--- src/rtl/seg_pkg.sv ---
// seg_pkg: constants and types shared by the 7-segment scan controller.
package seg_pkg;
    localparam logic [6:0] SEG_BLANK = 7'h7F;
    // Active-low g..a patterns, entry 15 first.
    localparam logic [15:0][6:0] HEX_SEG = {
        7'h0E, 7'h06, 7'h21, 7'h46, 7'h03, 7'h08, 7'h10, 7'h00,
        7'h78, 7'h02, 7'h12, 7'h19, 7'h30, 7'h24, 7'h79, 7'h40
    };
    typedef enum logic {ST_BLANK, ST_SHOW} scan_state_e;
    function automatic logic [6:0] hex_seg(input logic [3:0] v);
        return HEX_SEG[v];
    endfunction
endpackage

--- src/rtl/seg_scan_ctrl_if.sv ---
// seg_scan_ctrl_if: host-side write, commit and mask bundle of the scan controller.
interface seg_scan_ctrl_if #(parameter int NDIG = 4);
    logic                    wr_valid;
    logic                    wr_ready;
    logic [$clog2(NDIG)-1:0] wr_idx;
    logic [3:0]              wr_data;
    logic                    commit;
    logic                    busy;
    logic [NDIG-1:0]         en_mask;
    logic [NDIG-1:0]         blink_mask;
    modport master (
        output wr_valid, wr_idx, wr_data, commit, en_mask, blink_mask,
        input  wr_ready, busy
    );
    modport slave (
        input  wr_valid, wr_idx, wr_data, commit, en_mask, blink_mask,
        output wr_ready, busy
    );
endinterface

--- src/rtl/seg_scan_ctrl_hex7seg.sv ---
// hex7seg: 4-bit hex value to active-low 7-segment pattern (bit0=a .. bit6=g).
module hex7seg
    import seg_pkg::*;
(
    input  logic [3:0] val,
    output logic [6:0] seg
);
    assign seg = hex_seg(val);
endmodule

--- src/rtl/seg_scan_ctrl.sv ---
// seg_scan_ctrl: time-multiplexed scan of an NDIG-digit common-anode display
// with shadowed digit values published only at frame boundaries.
module seg_scan_ctrl
    import seg_pkg::*;
#(
    parameter int NDIG         = 4,
    parameter int DIV          = 1000,
    parameter int BLANK        = 16,
    parameter int BLINK_FRAMES = 64
) (
    input  logic              clk,
    input  logic              rst,
    seg_scan_ctrl_if.slave    bus,
    output logic [6:0]        seg,
    output logic [NDIG-1:0]   an
);
    localparam int IW = $clog2(NDIG);
    localparam int CW = $clog2(DIV);
    localparam int FW = BLINK_FRAMES > 1 ? $clog2(BLINK_FRAMES) : 1;

    scan_state_e          state_q, state_d;
    logic [CW-1:0]        cnt_q, cnt_d;
    logic [IW-1:0]        idx_q, idx_d;
    logic [FW-1:0]        frm_q, frm_d;
    logic                 phase_q, phase_d;
    logic                 busy_q, busy_d;
    logic [NDIG-1:0][3:0] shadow_q, shadow_d;
    logic [NDIG-1:0][3:0] active_q, active_d;
    logic [6:0]           seg_q, seg_d;
    logic [NDIG-1:0]      an_q, an_d;
    logic [6:0]           dec;
    logic                 slot_end, frame_end, frm_wrap, wr_fire, visible;

    hex7seg u_dec (.val(active_q[idx_q]), .seg(dec));

    always_comb begin
        slot_end  = cnt_q == CW'(DIV - 1);
        frame_end = slot_end && idx_q == IW'(NDIG - 1);
        frm_wrap  = frame_end && frm_q == FW'(BLINK_FRAMES - 1);
        wr_fire   = bus.wr_valid && !busy_q;
        cnt_d     = slot_end ? '0 : cnt_q + 1'b1;
        idx_d     = slot_end ? (frame_end ? '0 : idx_q + 1'b1) : idx_q;
        state_d   = slot_end ? ST_BLANK : cnt_q == CW'(BLANK - 1) ? ST_SHOW : state_q;
        frm_d     = frm_wrap ? '0 : frame_end ? frm_q + 1'b1 : frm_q;
        phase_d   = phase_q ^ frm_wrap;
        // A commit raised on the boundary cycle itself waits for the next frame.
        busy_d    = busy_q ? !frame_end : bus.commit;
        active_d  = frame_end && busy_q ? shadow_q : active_q;
        shadow_d  = shadow_q;
        for (int i = 0; i < NDIG; i++)
            if (wr_fire && bus.wr_idx == IW'(i)) shadow_d[i] = bus.wr_data;
        // Dark slots still take their full time so brightness does not depend on the masks.
        visible   = state_q == ST_SHOW && bus.en_mask[idx_q] && !(bus.blink_mask[idx_q] && phase_q);
        seg_d     = visible ? dec : SEG_BLANK;
        an_d      = visible ? ~(NDIG'(1) << idx_q) : '1;
    end

    always_ff @(posedge clk or posedge rst)
        if (rst) begin
            state_q  <= ST_BLANK;
            cnt_q    <= '0;
            idx_q    <= '0;
            frm_q    <= '0;
            phase_q  <= 1'b0;
            busy_q   <= 1'b0;
            shadow_q <= '0;
            active_q <= '0;
            seg_q    <= SEG_BLANK;
            an_q     <= '1;
        end else begin
            state_q  <= state_d;
            cnt_q    <= cnt_d;
            idx_q    <= idx_d;
            frm_q    <= frm_d;
            phase_q  <= phase_d;
            busy_q   <= busy_d;
            shadow_q <= shadow_d;
            active_q <= active_d;
            seg_q    <= seg_d;
            an_q     <= an_d;
        end

    assign seg          = seg_q;
    assign an           = an_q;
    assign bus.busy     = busy_q;
    assign bus.wr_ready = !busy_q;
endmodule
--- src/flat_wrapper.sv ---
// flat-port wrapper written by rule: the top's interface ports become plain ports
module seg_scan_ctrl_flat import seg_pkg::*;
#(
    parameter int NDIG         = 4,
    parameter int DIV          = 1000,
    parameter int BLANK        = 16,
    parameter int BLINK_FRAMES = 64
)
  (clk, rst, seg, an, bus_wr_valid, bus_wr_idx, bus_wr_data, bus_commit, bus_en_mask, bus_blink_mask, bus_wr_ready, bus_busy);
  seg_scan_ctrl_if #(.NDIG(NDIG)) bus_i ();
  input  logic clk;
  input  logic rst;
  output logic [6:0] seg;
  output logic [NDIG-1:0] an;
  input wire logic [$bits(bus_i.wr_valid)-1:0] bus_wr_valid;
  input wire logic [$bits(bus_i.wr_idx)-1:0] bus_wr_idx;
  input wire logic [$bits(bus_i.wr_data)-1:0] bus_wr_data;
  input wire logic [$bits(bus_i.commit)-1:0] bus_commit;
  input wire logic [$bits(bus_i.en_mask)-1:0] bus_en_mask;
  input wire logic [$bits(bus_i.blink_mask)-1:0] bus_blink_mask;
  output wire logic [$bits(bus_i.wr_ready)-1:0] bus_wr_ready;
  output wire logic [$bits(bus_i.busy)-1:0] bus_busy;
  assign bus_i.wr_valid = bus_wr_valid;
  assign bus_i.wr_idx = bus_wr_idx;
  assign bus_i.wr_data = bus_wr_data;
  assign bus_i.commit = bus_commit;
  assign bus_i.en_mask = bus_en_mask;
  assign bus_i.blink_mask = bus_blink_mask;
  assign bus_wr_ready = bus_i.wr_ready;
  assign bus_busy = bus_i.busy;
  seg_scan_ctrl #(.NDIG(NDIG), .DIV(DIV), .BLANK(BLANK), .BLINK_FRAMES(BLINK_FRAMES)) u_core (.clk(clk), .rst(rst), .bus(bus_i), .seg(seg), .an(an));
endmodule
--- config.mk ---
export PLATFORM = sky130hd
export DESIGN_NAME = seg_scan_ctrl_flat
export DESIGN_NICKNAME = d
export VERILOG_FILES = /design/src/rtl/seg_pkg.sv /design/src/rtl/seg_scan_ctrl_if.sv /design/src/rtl/seg_scan_ctrl_hex7seg.sv /design/src/rtl/seg_scan_ctrl.sv /design/src/flat_wrapper.sv
export SDC_FILE = /design/constraint.sdc
export NUM_CORES = 1
export LEC_CHECK = 0
export CORE_ASPECT_RATIO = 0.8
export CORE_MARGIN = 4
export CORE_UTILIZATION = 55
export DETAILED_ROUTE_END_ITERATION = 12
export GPL_ROUTABILITY_DRIVEN = 0
export GPL_TIMING_DRIVEN = 1
export PLACE_DENSITY = 0.78
export SYNTH_ARGS = -nofsm -noshare
export SYNTH_HDL_FRONTEND = slang
export SYNTH_SLANG_ARGS = --single-unit
--- constraint.sdc ---
create_clock -name clk -period 2.25 [get_ports clk]
set_input_delay 0.225 -clock clk [delete_from_list [all_inputs] [get_ports clk]]
set_output_delay 0.225 -clock clk [all_outputs]
set_load 0.01 [all_outputs]
==> impl_metrics.json <==
{
  "initial_core_util_pct": 58.7,
  "final-hold-violation-count": 0,
  "cp_top_family": "multiplexers",
  "worstPathMaxFanout": 5,
  "grt_usage_pct": 19.5,
  "max_freq_mhz": 485,
  "core_mm2": 0.00518,
  "synth_largest_area_cell": "dfrtp_1",
  "final_area_mm2": 0.00374,
  "leakagePower_nw": 1.73,
  "ios": 31,
  "grt_pass1_vias": 2052,
  "placed_area_mm2": 0.00349,
  "clockBufferDepth": 2,
  "drive_gt1_share_pct": 27.7,
  "required_ps": 2500,
  "cts_buffers": 9,
  "status": "complete, no violations",
  "die_h_um": 74.5,
  "place_inst": 349,
  "overflow": 0,
  "cts_root_buf": "clkbuf_8",
  "tns_ps": 0,
  "portBuffers": 30,
  "hp-class": "in -> async",
  "finalClockSkew_ps": 10.3,
  "path_class": "reg -> reg",
  "worst-path-buf-inv": 1,
  "cts_tree": "done",
  "period_share_pct": 91.6,
  "clock_latency_ps": 340,
  "post_drt_wl_per_cell_um": 15.7,
  "yosysTopAreaCellShare_pct": 43.6,
  "drtIter0Drc": 110,
  "vdd_ir_drop_max_mv": 0.476,
  "endpoint_kind": "register",
  "drc": 0,
  "yosysUniqueCellTypes": 45,
  "max_stage_delay_ps": 590,
  "nets": 329,
  "cts.sinks": 64,
  "syn2layout_area_growth_pct": 22.9,
  "diodes": 0,
  "max_slew_margin_pct": 67.0,
  "syn_area_mm2": 0.00304,
  "synth_cells": 251,
  "ys_top_cells_by_area": "dfrtp_1, mux2_2, dfstp_2, ha_1, mux2_4",
  "drt_first_pass_iters": 4,
  "ant_nets": 0,
  "synth-edff-count": 0,
  "antenna_found_initial": 0,
  "rows": 23,
  "syn_area_per_cell_um2": 12.1,
  "rsz0062_at_grt": "no",
  "path_clk_slew_ps": 70,
  "cts_max_level": 3,
  "max-cap-violations": 0,
  "fin_cells": 365,
  "dominantRegCellSynth": "dfrtp_1",
  "min_period_ps": 2060,
  "grt_pass1_wl_mm": 10.1,
  "via_count": 2010,
  "grt_max_degree": 65,
  "worst_pin_slew_ps": 481,
  "drt-vias-per-instance": 5.51,
  "crit_chain": "mux4_2 -> inv_2 -> ha_1 -> nor3_1 -> a311oi_1 -> a21oi_1 -> o21ai_0",
  "ys_seq_elements": 64,
  "finalSetupViolations": 0,
  "power-per-cell-area_mw_per_mm2": 659,
  "crit_slowest_cell": "mux4_2",
  "cp.arrival_ps": 2310,
  "dp_hpwl_mm": 4.06,
  "fillers": 358,
  "finalMaxSlewViolations": 0,
  "die_width_um": 91.1,
  "critPathLaunchType": "register",
  "ys_seq_area_share_pct": 53.1,
  "yosysWarnings": 0,
  "drt-total-wl_mm": 5.72,
  "die-area_mm2": 0.00679,
  "async_flop_share_pct": 100,
  "synth_fp_nets": 281
}
==> cell usage after synthesis, types with 5 or more instances <==
library cell,n
and3_1,5
dfrtp_1,53
dfstp_2,11
ha_1,12
inv_1,8
mux2_2,27
mux2_4,9
nand2_1,27
nand3_1,10
nor2_1,11
o21ai_0,14
xnor2_1,8
==> metal layers <==
metal / GRT usage (%) / vias to the layer above / part of all wire [%]
li1: - / 980 / -
met1: 25.6 / 981 / 48
met2: 30.7 / 40 / 46
met3: 7.38 / 9 / 5.1
met4: 6.02 / 0 / 1.1
met5: 0 / - / 0
==> placed cells by master, fill, tap and decap left out, types with 2 or more instances in the layout <==
cell / count
mux2i_1: 4
o31ai_1: 4
clkdlybuf4s50_1: 30
inv_1: 6
mux2_4: 9
nand3_1: 10
mux4_2: 2
dfrtp_1: 52
a31oi_1: 3
xor2_1: 3
inv_2: 2
a21oi_1: 3
nand4_1: 3
nor3_1: 3
and2_1: 3
bufinv_16: 2
mux2_2: 27
dfstp_2: 11
nor2_1: 11
buf_4: 13
clkbuf_8: 13
and3_1: 5
ha_1: 12
nand2_1: 27
o21ai_0: 14
xnor2_1: 8
nor4bb_1: 2
==> worst min-delay path, cell delays in order <==
cell             delay (ps)
clkdlybuf4s50_1         410
inv_2                    80
buf_12                  300
==> stage by stage <==
step                      hold WS [ps]  total power, mW  util [%]  setup WS [ps]
after floorplan                    342             1.26         -            241
after global placement             443             1.32      67.4            263
after detailed placement           453             1.33      67.4           87.5
after CTS                          274             2.50      72.0           61.9
after global routing               307             2.55      72.1           28.9
final                              275             2.46      72.1            189
==> timing repair <==
item                                    in CTS  in global routing
endpoints found under the setup margin       0                  1
gates resized for setup                      0                  2
buffers inserted                             0                  1
hold buffers                                 0                  0
==> kinds of logic after synthesis <==
kind of cell    share of synthesized area [%]
compound gates                           6.05
simple gates                             13.1
mux                                      17.2
xor+xnor                                 3.17
buf+inv                                  2.43
fa+ha+maj                                4.94
flops                                    53.1
==> layout make-up <==
class,count,area [um^2],share of cell area (%)
Multi-Input combinational cell,171,1350,36.2
Sequential cell,64,1620,43.3
Inverter,9,33.8,0.904
Clock inverter,2,60.1,1.61
Clock buffer,13,179,4.79
Tap cell,62,77.6,2.08
Timing Repair Buffer,44,418,11.2
==> state kept, by name, indices dropped and copies added, names as in the netlist <==
signal,cells
u_core.active_q,16
u_core.an,4
u_core.bus.busy,1
u_core.cnt_q,10
u_core.frm_q,6
u_core.idx_q,2
u_core.phase_q,1
u_core.seg,7
u_core.shadow_q,16
u_core.state_q,1
==> final timing paths <==
| check | start | cells after the start | slack [ps] | to |
|---|---|---|---|---|
| min in group clk | u_core.cnt_q[0] | 1 | 460 | u_core.cnt_q[0] |
| worst max register to register | u_core.idx_q[0] | 7 | 190 | u_core.seg[0] |
| worst max-delay path | u_core.idx_q[0] | 7 | 190 | u_core.seg[0] |
| max in group asynchronous | rst | 3 | 1670 | u_core.an[1] |
| worst min-delay path | rst | 3 | 280 | u_core.idx_q[0] |
| worst min register to register | u_core.cnt_q[0] | 1 | 460 | u_core.cnt_q[0] |
==> power by group <==
| part | switching [mW] | internal, mW |
|---|---|---|
| clock network | 0.418 | 0.739 |
| logic | 0.0459 | 0.0608 |
| registers | 0.0142 | 1.18 |
| total | 0.478 | 1.98 |
Power figures use the tool's default switching activity.
